--- src/rtl/ts_queue_sched_if.sv ---
// ============================================================================
// Module   : ts_queue_sched_if
// Brief    : Queue-scheduler bus bundling gate-control, FIFO and EBM signals.
// Revision : 1.0 - initial release
// ============================================================================
`default_nettype none

interface ts_queue_sched_if #(
  parameter int DESC_W = 24
);
  logic [3:0]        in_ts_schedule_valid;
  logic [3:0]        in_ts_q_empty;
  logic [DESC_W-1:0] in_ts_q0_desc;
  logic [DESC_W-1:0] in_ts_q1_desc;
  logic [DESC_W-1:0] in_ts_q2_desc;
  logic [DESC_W-1:0] in_ts_q3_desc;
  logic [3:0]        out_ts_q_rden;
  logic              out_ts_q2_rden;
  logic [10:0]       out_ts_pkt_len;
  logic              out_ts_desc_wr;
  logic [DESC_W-1:0] out_ts_desc;
  logic [1:0]        out_ts_desc_qid;
  logic              in_ts_ebm_done;
  logic              out_ts_timeout;
  logic              out_ts_busy;

  modport slave (
    input  in_ts_schedule_valid, in_ts_q_empty,
    input  in_ts_q0_desc, in_ts_q1_desc, in_ts_q2_desc, in_ts_q3_desc,
    input  in_ts_ebm_done,
    output out_ts_q_rden, out_ts_q2_rden, out_ts_pkt_len,
    output out_ts_desc_wr, out_ts_desc, out_ts_desc_qid,
    output out_ts_timeout, out_ts_busy
  );

  modport master (
    output in_ts_schedule_valid, in_ts_q_empty,
    output in_ts_q0_desc, in_ts_q1_desc, in_ts_q2_desc, in_ts_q3_desc,
    output in_ts_ebm_done,
    input  out_ts_q_rden, out_ts_q2_rden, out_ts_pkt_len,
    input  out_ts_desc_wr, out_ts_desc, out_ts_desc_qid,
    input  out_ts_timeout, out_ts_busy
  );
endinterface

`default_nettype wire

--- src/rtl/ts_queue_sched.sv ---
// ============================================================================
// Module   : ts_queue_sched
// Brief    : Priority transmit scheduler: pops one queue head per grant, hands
//            it to the EBM and waits for done or watchdog expiry.
//            Optional macro TS_Q23_RR_EN: round-robin between Q2 and Q3.
// Revision : 1.0 - initial release
// ============================================================================
`default_nettype none

module ts_queue_sched #(
  parameter int DESC_W  = 24,
  parameter int TIMEOUT = 4095
) (
  input  logic               clk,
  input  logic               rst_n,
  ts_queue_sched_if.slave    bus
);

  typedef enum logic [1:0] {
    IDLE_S  = 2'd0,
    RD_S    = 2'd1,
    ISSUE_S = 2'd2,
    WAIT_S  = 2'd3
  } state_t;

  localparam logic [15:0] c_timeout = 16'(TIMEOUT);

  state_t            r_state;
  logic [1:0]        r_sel;
  logic [1:0]        r_qid;
  logic [DESC_W-1:0] r_desc;
  logic [15:0]       r_wdog;
  logic [3:0]        r_rden;
  logic              r_desc_wr;
  logic              r_timeout;

  logic [3:0]        w_elig;
  logic [1:0]        w_sel;
  logic [DESC_W-1:0] w_head;
  logic [15:0]       w_wdog_nxt;
  logic              w_expire;

  assign w_elig = bus.in_ts_schedule_valid & ~bus.in_ts_q_empty;

`ifdef TS_Q23_RR_EN
  logic r_rr;

  always_comb begin
    w_sel = 2'd0;
    if (w_elig[0])                    w_sel = 2'd0;
    else if (w_elig[1])               w_sel = 2'd1;
    else if (w_elig[2] && w_elig[3])  w_sel = r_rr ? 2'd3 : 2'd2;
    else if (w_elig[2])               w_sel = 2'd2;
    else if (w_elig[3])               w_sel = 2'd3;
  end

  // Pointer advances on every Q2/Q3 grant, even when only one was eligible.
  always_ff @(posedge clk or negedge rst_n) begin
    if (!rst_n) begin
      r_rr <= 1'b0;
    end else if (r_state == IDLE_S && w_elig != 4'd0 && w_sel[1]) begin
      r_rr <= ~r_rr;
    end
  end
`else
  always_comb begin
    w_sel = 2'd0;
    if (w_elig[0])       w_sel = 2'd0;
    else if (w_elig[1])  w_sel = 2'd1;
    else if (w_elig[2])  w_sel = 2'd2;
    else if (w_elig[3])  w_sel = 2'd3;
  end
`endif

  always_comb begin
    w_head = bus.in_ts_q0_desc;
    case (r_sel)
      2'd0:    w_head = bus.in_ts_q0_desc;
      2'd1:    w_head = bus.in_ts_q1_desc;
      2'd2:    w_head = bus.in_ts_q2_desc;
      default: w_head = bus.in_ts_q3_desc;
    endcase
  end

  assign w_wdog_nxt = (r_wdog == 16'hFFFF) ? r_wdog : r_wdog + 16'd1;
  assign w_expire   = (w_wdog_nxt >= c_timeout);

  always_ff @(posedge clk or negedge rst_n) begin
    if (!rst_n) begin
      r_state   <= IDLE_S;
      r_sel     <= 2'd0;
      r_qid     <= 2'd0;
      r_desc    <= '0;
      r_wdog    <= 16'd0;
      r_rden    <= 4'd0;
      r_desc_wr <= 1'b0;
      r_timeout <= 1'b0;
    end else begin
      r_rden    <= 4'd0;
      r_desc_wr <= 1'b0;
      r_timeout <= 1'b0;
      case (r_state)
        IDLE_S: begin
          if (w_elig != 4'd0) begin
            r_sel   <= w_sel;
            r_rden  <= 4'(4'b0001 << w_sel);
            r_state <= RD_S;
          end
        end
        RD_S: begin
          r_desc    <= w_head;
          r_qid     <= r_sel;
          r_desc_wr <= 1'b1;
          r_state   <= ISSUE_S;
        end
        ISSUE_S: begin
          r_wdog  <= 16'd0;
          r_state <= WAIT_S;
        end
        WAIT_S: begin
          // Done takes precedence over a coincident watchdog expiry.
          if (bus.in_ts_ebm_done) begin
            r_state <= IDLE_S;
          end else begin
            r_wdog <= w_wdog_nxt;
            if (w_expire) begin
              r_timeout <= 1'b1;
              r_state   <= IDLE_S;
            end
          end
        end
        default: r_state <= IDLE_S;
      endcase
    end
  end

  assign bus.out_ts_q_rden   = r_rden;
  assign bus.out_ts_q2_rden  = r_rden[2];
  assign bus.out_ts_pkt_len  = (r_state == RD_S) ? w_head[10:0] : 11'd0;
  assign bus.out_ts_desc_wr  = r_desc_wr;
  assign bus.out_ts_desc     = r_desc;
  assign bus.out_ts_desc_qid = r_qid;
  assign bus.out_ts_timeout  = r_timeout;
  assign bus.out_ts_busy     = (r_state != IDLE_S);

endmodule

`default_nettype wire

--- src/flat_wrapper.sv ---
// flat-port wrapper written by rule: the top's interface ports become plain ports
module ts_queue_sched_flat 
#(
  parameter int DESC_W  = 24,
  parameter int TIMEOUT = 4095
)
  (clk, rst_n, bus_in_ts_schedule_valid, bus_in_ts_q_empty, bus_in_ts_q0_desc, bus_in_ts_q1_desc, bus_in_ts_q2_desc, bus_in_ts_q3_desc, bus_in_ts_ebm_done, bus_out_ts_q_rden, bus_out_ts_q2_rden, bus_out_ts_pkt_len, bus_out_ts_desc_wr, bus_out_ts_desc, bus_out_ts_desc_qid, bus_out_ts_timeout, bus_out_ts_busy);
  ts_queue_sched_if #(.DESC_W(DESC_W)) bus_i ();
  input  logic clk;
  input  logic rst_n;
  input wire logic [$bits(bus_i.in_ts_schedule_valid)-1:0] bus_in_ts_schedule_valid;
  input wire logic [$bits(bus_i.in_ts_q_empty)-1:0] bus_in_ts_q_empty;
  input wire logic [$bits(bus_i.in_ts_q0_desc)-1:0] bus_in_ts_q0_desc;
  input wire logic [$bits(bus_i.in_ts_q1_desc)-1:0] bus_in_ts_q1_desc;
  input wire logic [$bits(bus_i.in_ts_q2_desc)-1:0] bus_in_ts_q2_desc;
  input wire logic [$bits(bus_i.in_ts_q3_desc)-1:0] bus_in_ts_q3_desc;
  input wire logic [$bits(bus_i.in_ts_ebm_done)-1:0] bus_in_ts_ebm_done;
  output wire logic [$bits(bus_i.out_ts_q_rden)-1:0] bus_out_ts_q_rden;
  output wire logic [$bits(bus_i.out_ts_q2_rden)-1:0] bus_out_ts_q2_rden;
  output wire logic [$bits(bus_i.out_ts_pkt_len)-1:0] bus_out_ts_pkt_len;
  output wire logic [$bits(bus_i.out_ts_desc_wr)-1:0] bus_out_ts_desc_wr;
  output wire logic [$bits(bus_i.out_ts_desc)-1:0] bus_out_ts_desc;
  output wire logic [$bits(bus_i.out_ts_desc_qid)-1:0] bus_out_ts_desc_qid;
  output wire logic [$bits(bus_i.out_ts_timeout)-1:0] bus_out_ts_timeout;
  output wire logic [$bits(bus_i.out_ts_busy)-1:0] bus_out_ts_busy;
  assign bus_i.in_ts_schedule_valid = bus_in_ts_schedule_valid;
  assign bus_i.in_ts_q_empty = bus_in_ts_q_empty;
  assign bus_i.in_ts_q0_desc = bus_in_ts_q0_desc;
  assign bus_i.in_ts_q1_desc = bus_in_ts_q1_desc;
  assign bus_i.in_ts_q2_desc = bus_in_ts_q2_desc;
  assign bus_i.in_ts_q3_desc = bus_in_ts_q3_desc;
  assign bus_i.in_ts_ebm_done = bus_in_ts_ebm_done;
  assign bus_out_ts_q_rden = bus_i.out_ts_q_rden;
  assign bus_out_ts_q2_rden = bus_i.out_ts_q2_rden;
  assign bus_out_ts_pkt_len = bus_i.out_ts_pkt_len;
  assign bus_out_ts_desc_wr = bus_i.out_ts_desc_wr;
  assign bus_out_ts_desc = bus_i.out_ts_desc;
  assign bus_out_ts_desc_qid = bus_i.out_ts_desc_qid;
  assign bus_out_ts_timeout = bus_i.out_ts_timeout;
  assign bus_out_ts_busy = bus_i.out_ts_busy;
  ts_queue_sched #(.DESC_W(DESC_W), .TIMEOUT(TIMEOUT)) u_core (.clk(clk), .rst_n(rst_n), .bus(bus_i));
endmodule
--- config.mk ---
export PLATFORM = sky130hd
export DESIGN_NAME = ts_queue_sched_flat
export DESIGN_NICKNAME = d
export VERILOG_FILES = /design/src/rtl/ts_queue_sched_if.sv /design/src/rtl/ts_queue_sched.sv /design/src/flat_wrapper.sv
export SDC_FILE = /design/constraint.sdc
export NUM_CORES = 1
export LEC_CHECK = 0
export BUFFER_PORTS_ARGS = -buffer_cell sky130_fd_sc_hd__buf_2
export CELL_PAD_IN_SITES_DETAIL_PLACEMENT = 1
export CELL_PAD_IN_SITES_GLOBAL_PLACEMENT = 1
export CORE_UTILIZATION = 35
export CTS_CLUSTER_SIZE = 24
export DETAILED_ROUTE_END_ITERATION = 7
export HOLD_SLACK_MARGIN = 0.1
export PLACE_DENSITY_LB_ADDON = 0.05
export SYNTH_ARGS = -nofsm -noshare
export SYNTH_HDL_FRONTEND = slang
export SYNTH_SLANG_ARGS = --single-unit
--- constraint.sdc ---
create_clock -name clk -period 2.9 [get_ports clk]
set_input_delay 0.29 -clock clk [delete_from_list [all_inputs] [get_ports clk]]
set_output_delay 0.29 -clock clk [all_outputs]
set_load 0.01 [all_outputs]
# [Word-level counts from Yosys, hierarchy flattened]
# Index checks and enable logic that the tools add are counted.
[totals] register_bits=52 latchBits=0 mem_bits_rw=0 mem_bits_ro=0 in_bits=107 output_inout_bits=45 elab_cells=49 memories=0
[classes] addsub=1 mul=0 div_mod_pow=0 order_cmp=1 n_eq_ne=9 shift=1 n_mux=19 bitwise=2 n_reduce_logical=8
[op_table] op="$pmux 24 s3" n=1
[op_table] op="$mux 16" n=2
[op_table] op="$pmux 16 s2" n=1
[op_table] op="$add 16x1->16 const B" n=1
[op_table] op="$eq 16x16->1 const B" n=1
[op_table] op="$ge 16x12->1 const B" n=1
[op_table] op="$mux 2" n=7
[op_table] op="$mux 11" n=1
[op_table] op="$mux 4" n=2
[op_table] op="$pmux 2 s4" n=1
[op_table] op="$eq 2x2->1 const B" n=3
[op_table] op="$reduce_and 2->1" n=3
[op_table] op="$and 4x4->4" n=1
[op_table] op="$eq 2x1->1 const B" n=2
[op_table] op="$logic_not 2->1" n=2
[op_table] op="$mux 1" n=4
[op_table] op="$not 4->4" n=1
[op_table] op="$reduce_bool 2->1" n=2
[op_table] op="$reduce_bool 4->1" n=1
[op_table] op="$shl 1x2->4 const A" n=1
[op_table] op="$ne 3x2->1 const B" n=1
[op_table] op="$ne 2x1->1 const B" n=1
[op_table] op="$ne 2x2->1 const B" n=1

# [Depth between registers and ports, before layout]
# Gate-level depths: netlist of run 1.
[depth] ltp_word=9 mapped_depth=8

# [Least setup slack after synthesis of run 1]
# Ideal clock, no wire load.
[synth_path] path_type="register -> register" startpoint="register u_core.r_wdog[0]" endpoint="register u_core.r_state[0]" setup_time_ps=123 arrival_time_ps=2189 setup_slack_ps=588 path_stages_with_launch=8 synth_period_minus_slack_ps=2312 path_cell_list="dfrtp_1 ha_1 nand3_2 nor4_4 o21ai_1 a2111o_1 o31a_1 o221a_1"
[synth_between] elab_chain_cells=5
[synth_lines] item="start, declared" line="ts_queue_sched.sv:32" text="logic [15:0] r_wdog;"
[synth_lines] item="start signal, assigned" line="ts_queue_sched.sv:125" text="r_wdog <= w_wdog_nxt;"
[synth_lines] item="$add 16x1->16 / $eq 16x16->1 (equally long branches)" line="ts_queue_sched.sv:85" text="assign w_wdog_nxt = (r_wdog == 16'hFFFF) ? r_wdog : r_wdog + 16'd1;"
[synth_lines] item="$mux 16 (*)" line="ts_queue_sched.sv:85"
[synth_lines] item="$ge 16x12->1 (*)" line="ts_queue_sched.sv:86" text="assign w_expire = (w_wdog_nxt >= c_timeout);"
[synth_lines] item="$ne 3x2->1 (no line) (*)"
[synth_lines] item="$reduce_and 2->1 (no line) (*)"
[synth_lines] item="end signal, assigned" line="ts_queue_sched.sv:90" text="r_state <= IDLE_S;"
[synth_lines] item="end signal, assigned" line="ts_queue_sched.sv:107" text="r_state <= RD_S;"
[synth_lines] item="end signal, assigned" line="ts_queue_sched.sv:114" text="r_state <= ISSUE_S;"
[synth_lines] item="end, declared" line="ts_queue_sched.sv:28" text="state_t r_state;"
# Mark *: on every way between the ends. The rest lies on a longest branch, timed or not.
# A chain may end at the register's enable or synchronous reset.

# [Worst setup path after layout of run 1]
# Ends and elaborated chain as after synthesis.

==> impl_metrics.env, run 1 <==
export IMPL_syn_to_final_growth_pct=29.4
export IMPL_ys_ff_latch=52
export IMPL_clkLatencyLatePin_ns=0.31
export IMPL_finalClockSkew_ns=0.00908
export IMPL_routedWlPerCell_um=17.2
export IMPL_grt_usage=0.204
export IMPL_place_ws_ns=0.269
export IMPL_die_w_um=98.2
export IMPL_fin_util=0.474
export IMPL_start_kind="flop"
export IMPL_layout_drive_gt1_share=0.477
export IMPL_fmax_mhz=380
export IMPL_syn_area_sq_mm=0.00324
export IMPL_period_share=0.908
export IMPL_syn_nets=406
export IMPL_fin_setup_tns_ns=0
export IMPL_net_switching_power_mw=1.38
export IMPL_grt_pass1_wl_um=15700
export IMPL_io_buffers=151
export IMPL_avgViaCountPerCell=5.47
export IMPL_drt_iter0_markers=184
export IMPL_worstMarginPinSlew_ns=0.927
export IMPL_yosys_area_share_simple=0.162
export IMPL_yosysWarnings=0
export IMPL_drtPass1Iterations=6
export IMPL_rsz0062_at_grt="false"
export IMPL_end_kind="flop"
export IMPL_netlist_top_cells_count="dfrtp_1 (52), mux4_2 (24), nand2_1 (19)"
export IMPL_first_global_vias=3104
export IMPL_synth_cell_types=53
export IMPL_yosys_area_top_type_share=0.401
export IMPL_synth_xor_area_share=0
export IMPL_clkTransAtPathRegs_ns=0.11
export IMPL_synth_top_family_by_area="multiplexers"
export IMPL_finalSetupViolations=0
export IMPL_crit_chain="ha_1 > nand3_2 > nor4_4 > o21ai_1 > a2111o_1 > o31a_1 > o221a_1"
export IMPL_drc_errors=18
export IMPL_vias=2985
export IMPL_synth_edf_count=0
export IMPL_status="complete, but fails checks"
export IMPL_rows=34
export IMPL_antenna_found_initial=0
export IMPL_maxCapViolCount=0
export IMPL_slowest_delay_ns=0.49
export IMPL_post_cts_buffers=0
export IMPL_power_leakage_nw=2.08
export IMPL_cts_tree="built"
export IMPL_crit_arrival_ns=2.84
export IMPL_required_ns=3.10
export IMPL_cts_resized=0
export IMPL_clkPwrFrac=0.147
export IMPL_synth_area_leaders="dfrtp_1 (40%), mux4_2 (17%), mux2_2 (4.9%)"
export IMPL_fill_cells=1037
export IMPL_drt_antenna_violating_nets=0
export IMPL_dpl_hpwl_um=7430
export IMPL_critPathMaxFanout=8
export IMPL_hold_violations=0
export IMPL_core_sq_mm=0.00885
export IMPL_slew_headroom=0.382
export IMPL_finish_net_count=549
export IMPL_clock_sinks=52
export IMPL_slowest_stage="nor4_4"
export IMPL_critPathKind="flop to flop"
export IMPL_start_util=0.366
export IMPL_grt_max_degree=41
export IMPL_p_sw_frac=0.388
export IMPL_die_h_um=98.2
export IMPL_dieArea_sq_mm=0.00965
export IMPL_violations="design-rule violations"
export IMPL_synth_main_ff_cell="dfrtp_1"
export IMPL_yosysMostFrequentCell="dfrtp_1"
export IMPL_postSynth_asyncResetShare=1.00
export IMPL_yosysTopAreaCell="dfrtp_1"
export IMPL_syn_area_per_cell_sq_um=11.0
export IMPL_ios=152
export IMPL_cts_made_buffers=5
export IMPL_finalMaxSlewViolations=0
export IMPL_grt_overflow_total=0
export IMPL_powerDensity_mw_per_mm2=849
export IMPL_period_minus_slack_ns=2.63
export IMPL_cts_htree_levels=2
export IMPL_routabilityCongestion=0.867
export IMPL_p_int_mw=2.18
export IMPL_peakVddDrop_uv=425
export IMPL_min_path_type="input port to flop"
export IMPL_pwr_share_comb=0.530
export IMPL_setup_ws_ns=0.268
export IMPL_cts_root_buffer="clkbuf_8"
export IMPL_totalWireLength_um=9400
export IMPL_postCtsHoldBufs=1
export IMPL_synth_compound_area_share=0.158
export IMPL_synth_fa_ha_area_frac=0.0193
export IMPL_antenna_cells=0
export IMPL_synthMuxAreaShare=0.222
export IMPL_p_seq_frac=0.323
export IMPL_clk_path_buf_depth=2
export IMPL_ys_seq_area_frac=0.401
export IMPL_postSynthCellCount=294
[routing by layer]
metal	up-vias	part of all wire	global-route usage
met5	-	0	0
met4	0	0.021	0.0654
met3	11	0.068	0.0351
met2	98	0.50	0.361
met1	1470	0.41	0.254
li1	1406	-	-
[cells in the final DEF (no fill, tap or decap), drive strengths merged, types with 2 or more instances in the layout]
master	n
nand2b	6
nand4	8
nor3	3
a21o	12
a31oi	10
o21ai	20
nand3	6
or3	2
dfrtp	52
nor2	18
o41ai	2
nand2	20
o22a	2
inv	7
mux4	24
or2	2
and2	13
ha	5
and4	3
clkbuf	5
nor2b	2
and3	4
nor3b	3
mux2	15
a21oi	16
buf	156
[logic make-up after synthesis]
family	after synthesis
flops	52
compound gates	77
mux	40
simple gates	93
fa+ha+maj	5
buf+inv	27
[state kept, by name, indices dropped and copies added, names as in the netlist]
name	flops
u_core.bus.out_ts_desc_qid	2
u_core.bus.out_ts_desc	24
u_core.bus.out_ts_q_rden	4
u_core.bus.out_ts_desc_wr	1
u_core.bus.out_ts_timeout	1
u_core.r_sel	2
u_core.r_state	2
u_core.r_wdog	16
[stage by stage]
step / std cells / hold slack [ns] / power [mW] / instance area (sq um)
global placement: 537 / 0.213 / 3.04 / 4070
global route: 546 / 0.303 / 3.84 / 4200
CTS: 546 / 0.277 / 3.62 / 4200
floorplan: 294 / -0.00559 / 2.40 / 3240
detailed placement: 537 / 0.217 / 3.09 / 4070
finish: 546 / 0.281 / 3.56 / 4200
[power groups by stage]
stage                     clock network [mW]  registers [mW]  logic, mW
after floorplan                            0            1.20       1.21
after global placement                     0            1.16       1.89
after detailed placement                   0            1.17       1.92
after CTS                              0.536            1.15       1.93
after global routing                   0.563            1.20       2.08
final                                  0.523            1.15       1.89
[worst paths after layout]
kind	startpoint	to	slack, ns	cells past startpoint
min in group asynchronous	rst_n	u_core.r_wdog[2]$_DFFE_PN0P_	0.40	2
setup reg to reg	u_core.r_wdog[0]$_DFFE_PN0P_	u_core.r_state[0]$_DFFE_PN0P_	0.27	7
max in group asynchronous	rst_n	u_core.bus.out_ts_timeout$_DFF_PN0_	1.70	3
setup / recovery	u_core.r_wdog[0]$_DFFE_PN0P_	u_core.r_state[0]$_DFFE_PN0P_	0.27	7
hold / removal	bus_in_ts_schedule_valid[3]	u_core.bus.out_ts_q_rden[3]$_DFF_PN0_	0.28	3
hold reg to reg	u_core.bus.out_ts_desc[10]$_DFFE_PN0P_	u_core.bus.out_ts_desc[10]$_DFFE_PN0P_	0.49	1
[worst max-delay path, delay by kind of cell (launching register included)]
kind,cells,cell delay (ns)
compound gates,4,1.06
fa+ha+maj,1,0.29
flops,1,0.47
simple gates,2,0.70
[area by class of cell]
cell class / instances / area [sq um] / share of cell area
inverters: 6 / 22.5 / 0.00537
well taps: 108 / 135 / 0.0322
clock buffers: 5 / 68.8 / 0.0164
flip-flops and latches: 52 / 1300 / 0.310
repair buffers: 157 / 803 / 0.191
multi-input cells: 215 / 1820 / 0.433
clock inverters: 3 / 46.3 / 0.0110
No activity file was read; power rests on OpenSTA's default activity.
==> run 2: changes to the inputs <==
RECOVER_POWER = 25   (was not set)
==> impl_metrics.env, run 2 (synthesized netlist as in run 1, its figures left out) <==
export IMPL_status="complete, but fails checks"
export IMPL_violations="design-rule violations"
export IMPL_hold_path_depth=3
export IMPL_fin_util=0.471
export IMPL_crit_family="compound AO/OA/AOI/OAI gates"
export IMPL_avgViaCountPerCell=5.44
export IMPL_clock_sinks=52
export IMPL_finish_net_count=549
export IMPL_finalMaxSlewViolations=0
export IMPL_slew_headroom=0.383
export IMPL_finalPower_mw=3.53
export IMPL_clkLatencyLatePin_ns=0.31
export IMPL_dpl_hpwl_um=7430
export IMPL_antenna_cells=0
export IMPL_grt_overflow_total=0
export IMPL_finalClockSkew_ns=0.00961
export IMPL_cts_root_buffer="clkbuf_8"
export IMPL_finalSetupViolations=0
export IMPL_end_kind="flop"
export IMPL_largest_register_ffs=24
export IMPL_post_cts_buffers=0
export IMPL_crit_arrival_ns=2.83
export IMPL_critPathMaxFanout=8
export IMPL_power_leakage_nw=1.99
export IMPL_path_buf_inv=0
export IMPL_start_util=0.366
export IMPL_final_cell_mix="buf_2 (126), dfrtp_1 (52), clkbuf_1 (25)"
export IMPL_reg2reg_depth=7
export IMPL_dieArea_sq_mm=0.00965
export IMPL_ios=152
export IMPL_antenna_found_initial=0
export IMPL_grt_pass1_wl_um=15700
export IMPL_critical_path_depth=7
export IMPL_slowest_delay_ns=0.49
export IMPL_fmax_mhz=380
export IMPL_drt_iter0_markers=187
export IMPL_grt_max_degree=41
export IMPL_core_sq_mm=0.00885
export IMPL_fin_setup_tns_ns=0
export IMPL_grt_usage=0.204
export IMPL_hold_violations=0
export IMPL_vias=2969
export IMPL_cts_htree_levels=2
export IMPL_syn_to_final_growth_pct=28.4
export IMPL_routabilityCongestion=0.867
export IMPL_required_ns=3.10
export IMPL_die_w_um=98.2
export IMPL_min_path_type="input port to flop"
export IMPL_clkTransAtPathRegs_ns=0.11
export IMPL_totalWireLength_um=9420
export IMPL_powerDensity_mw_per_mm2=848
export IMPL_drc_errors=18
export IMPL_rsz0062_at_grt="false"
export IMPL_die_h_um=98.2
export IMPL_layout_drive_gt1_share=0.420
export IMPL_drt_antenna_violating_nets=0
export IMPL_critPathKind="flop to flop"
export IMPL_cts_tree="built"
export IMPL_start_kind="flop"
export IMPL_drtPass1Iterations=6
export IMPL_maxCapViolCount=0
export IMPL_io_buffers=151
export IMPL_crit_chain="ha_1 > nand3_2 > nor4_4 > o21ai_1 > a2111o_1 > o31a_1 > o221a_1"
export IMPL_worstMarginPinSlew_ns=0.926
export IMPL_cts_made_buffers=5
export IMPL_clk_path_buf_depth=2
export IMPL_routedWlPerCell_um=17.2
export IMPL_first_global_vias=3104
export IMPL_slowest_stage="nor4_4"
export IMPL_rows=34
export IMPL_layout_commonest_cell="buf_2"
export IMPL_period_minus_slack_ns=2.63
export IMPL_peakVddDrop_uv=421
export IMPL_period_share=0.906
==> run 2: cell types whose count changed in the layout (fill, tap and decap cells not counted) <==
cell,before,now
buf_2,151,126
clkbuf_1,0,25
==> run 2: layer usage <==
| layer | vias up | share of wire | global-route usage |
|---|---|---|---|
| met1 | 1457 | 0.41 | 0.254 |
| met4 | 0 | 0.021 | 0.0654 |
| li1 | 1408 | - | - |
| met3 | 11 | 0.065 | 0.0351 |
| met5 | - | 0 | 0 |
| met2 | 93 | 0.50 | 0.361 |
==> run 2: worst paths after layout <==
check	slack, ns	startpoint	to
max	0.27	u_core.r_wdog[0]$_DFFE_PN0P_	u_core.r_state[0]$_DFFE_PN0P_
min	0.28	bus_in_ts_schedule_valid[3]	u_core.bus.out_ts_q_rden[3]$_DFF_PN0_
max reg2reg	0.27	u_core.r_wdog[0]$_DFFE_PN0P_	u_core.r_state[0]$_DFFE_PN0P_
min reg2reg	0.49	u_core.bus.out_ts_desc[10]$_DFFE_PN0P_	u_core.bus.out_ts_desc[10]$_DFFE_PN0P_
max in group asynchronous	1.34	rst_n	u_core.bus.out_ts_timeout$_DFF_PN0_
min in group asynchronous	0.58	rst_n	u_core.r_wdog[2]$_DFFE_PN0P_
==> run 2: area by class of cell <==
class / instances / area, sq um
fill: 1045 / 4680
multi-input combinational: 215 / 1820
sequential: 52 / 1300
timing repair buffer: 157 / 772
tap: 108 / 135
clock buffer: 5 / 68.8
clock inverter: 3 / 46.3
inverter: 6 / 22.5
==> run 2: per-stage QoR <==
step,hold slack [ns],std cells,setup slack (ns),area (sq um)
final,0.283,546,0.272,4160
after global routing,0.303,546,0.0891,4160
after CTS,0.277,546,0.248,4200
after detailed placement,0.217,537,0.269,4070
after global placement,0.213,537,0.367,4070
after floorplan,-0.00559,294,0.588,3240
==> run 2: power breakdown <==
part | total [mW] | internal, mW | leakage (nW) | switching (mW)
sequential | 1.16 | 0.967 | 0.664 | 0.190
combinational | 1.85 | 0.918 | 1.28 | 0.933
clock | 0.523 | 0.261 | 0.0548 | 0.263
==> run 2: worst reg2reg max path, stage by stage, from the launching register on <==
cell	delay, ns
dfrtp_1	0.47
ha_1	0.29
nand3_2	0.21
nor4_4	0.49
o21ai_1	0.14
a2111o_1	0.42
o31a_1	0.28
o221a_1	0.22
==> run 2: repair_timing <==
action                                 in CTS  in global routing
endpoints found under the hold margin      12                  0
gates resized for setup                     0                  0
hold buffers                                1                  0
==> run 3: changes to the inputs <==
CORE_ASPECT_RATIO = 1.25   (was not set)
==> impl_metrics.env, run 3 (synthesized netlist as in run 1, its figures left out) <==
export IMPL_peakVddDrop_uv=426
export IMPL_place_ws_ns=0.268
export IMPL_final_cell_mix="buf_2 (130), dfrtp_1 (52), mux4_2 (24)"
export IMPL_vias=3032
export IMPL_drt_antenna_violating_nets=0
export IMPL_critPathMaxFanout=8
export IMPL_cts_htree_levels=2
export IMPL_syn_to_final_growth_pct=28.7
export IMPL_grt_max_degree=36
export IMPL_layout_drive_gt1_share=0.430
export IMPL_antenna_cells=0
export IMPL_crit_arrival_ns=2.85
export IMPL_fin_util=0.472
export IMPL_net_switching_power_mw=1.42
export IMPL_clkLatencyLatePin_ns=0.31
export IMPL_pwr_share_comb=0.555
export IMPL_first_global_vias=3097
export IMPL_drtPass1Iterations=4
export IMPL_grt_overflow_total=0
export IMPL_p_seq_frac=0.327
export IMPL_finalClockSkew_ns=0.0108
export IMPL_clkPwrFrac=0.118
export IMPL_period_minus_slack_ns=2.65
export IMPL_avgViaCountPerCell=5.41
export IMPL_clk_path_buf_depth=2
export IMPL_die_h_um=110
export IMPL_min_path_type="input port to flop"
export IMPL_end_kind="flop"
export IMPL_reg2reg_depth=7
export IMPL_p_sw_frac=0.405
export IMPL_finalMaxSlewViolations=0
export IMPL_maxCapViolCount=0
export IMPL_hold_violations=0
export IMPL_cts_tree="built"
export IMPL_grt_usage=0.216
export IMPL_power_leakage_nw=2.00
export IMPL_finish_net_count=551
export IMPL_powerDensity_mw_per_mm2=840
export IMPL_r2r_slack_ns=0.25
export IMPL_start_kind="flop"
export IMPL_rows=38
export IMPL_required_ns=3.10
export IMPL_dieArea_sq_mm=0.00965
export IMPL_largest_register_ffs=24
export IMPL_setup_ws_ns=0.247
export IMPL_start_util=0.367
export IMPL_p_int_mw=2.08
export IMPL_critPathKind="flop to flop"
export IMPL_drt_iter0_markers=138
export IMPL_layout_commonest_cell="buf_2"
export IMPL_routabilityCongestion=0.921
export IMPL_hold_path_depth=3
export IMPL_routedWlPerCell_um=18.8
export IMPL_die_w_um=88.1
export IMPL_worstMarginPinSlew_ns=0.994
export IMPL_clock_sinks=52
export IMPL_slew_headroom=0.337
export IMPL_drc_errors=0
export IMPL_fmax_mhz=377
export IMPL_status="complete, no violations"
export IMPL_cts_root_buffer="clkbuf_8"
export IMPL_totalWireLength_um=10500
export IMPL_core_sq_mm=0.00884
export IMPL_fin_setup_tns_ns=0
export IMPL_cts_made_buffers=5
export IMPL_dpl_hpwl_um=8440
export IMPL_finalSetupViolations=0
export IMPL_rsz0062_at_grt="false"
export IMPL_clkTransAtPathRegs_ns=0.09
export IMPL_ios=152
export IMPL_io_buffers=151
export IMPL_period_share=0.915
export IMPL_grt_pass1_wl_um=15700
export IMPL_antenna_found_initial=0
## run 3: cell types whose count changed in the layout (fill, tap and decap cells not counted)
cell	previous run	this run
buf_2	126	130
clkbuf_1	25	22
buf_4	5	7
bufinv_16	1	0
clkinv_4	0	1
inv_6	1	0
## run 3: through the flow
step	cell area, sq um	cells	hold WS, ns	power, mW
3_3_place_gp	4100	551	0.245	3.12
2_1_floorplan	3240	294	-0.00559	2.40
6_report	4170	560	0.285	3.51
5_1_grt	4170	560	0.307	3.77
3_5_place_dp	4100	551	0.248	3.16
4_1_cts	4200	560	0.272	3.59
## run 3: power groups by stage
stage	logic, mW	registers (mW)	clock network (mW)
detailed placement	2.00	1.16	0
finish	1.94	1.15	0.414
global placement	1.97	1.15	0
floorplan	1.21	1.20	0
global route	2.12	1.18	0.459
CTS	2.01	1.15	0.433
## run 3: worst max-delay path: stages (launching register included)
cell and delay, ns:
dfrtp_1 0.48, ha_1 0.28, nand3_2 0.21, nor4_4 0.52
o21ai_1 0.13, a2111o_1 0.42, o31a_1 0.29, o221a_1 0.21
## run 3: layer usage
layer | GRT usage | vias to the layer above | wire length [um]
met5 | 0 | - | 0
met3 | 0.0458 | 10 | 759
met1 | 0.241 | 1514 | 4240
li1 | - | 1410 | -
met4 | 0.0599 | 0 | 158
met2 | 0.408 | 98 | 5350
## run 3: path summary, 6_finish.rpt
kind	from	endpoint
setup reg to reg	u_core.r_wdog[0]$_DFFE_PN0P_	u_core.r_state[0]$_DFFE_PN0P_
max in group asynchronous	rst_n	u_core.r_wdog[11]$_DFFE_PN0P_
hold / removal	bus_in_ts_schedule_valid[3]	u_core.bus.out_ts_q_rden[3]$_DFF_PN0_
hold reg to reg	u_core.bus.out_ts_desc[7]$_DFFE_PN0P_	u_core.bus.out_ts_desc[7]$_DFFE_PN0P_
min in group asynchronous	rst_n	u_core.bus.out_ts_desc[13]$_DFFE_PN0P_
setup / recovery	u_core.r_wdog[0]$_DFFE_PN0P_	u_core.r_state[0]$_DFFE_PN0P_
## run 3: area by class of cell
cell class,instances,area (sq um)
fill,1081,4670
multi-input combinational,215,1820
sequential,52,1300
timing repair buffer,159,792
tap,120,150
clock buffer,6,72.6
inverter,6,22.5
clock inverter,2,16.3
## run 3: timing repair
action / CTS / global route
gates resized for setup: 0 / 0
hold buffers: 1 / 0
endpoints found under the setup margin: 0 / 0
buffers inserted: 0 / 0
hold endpoints to repair: 17 / 0
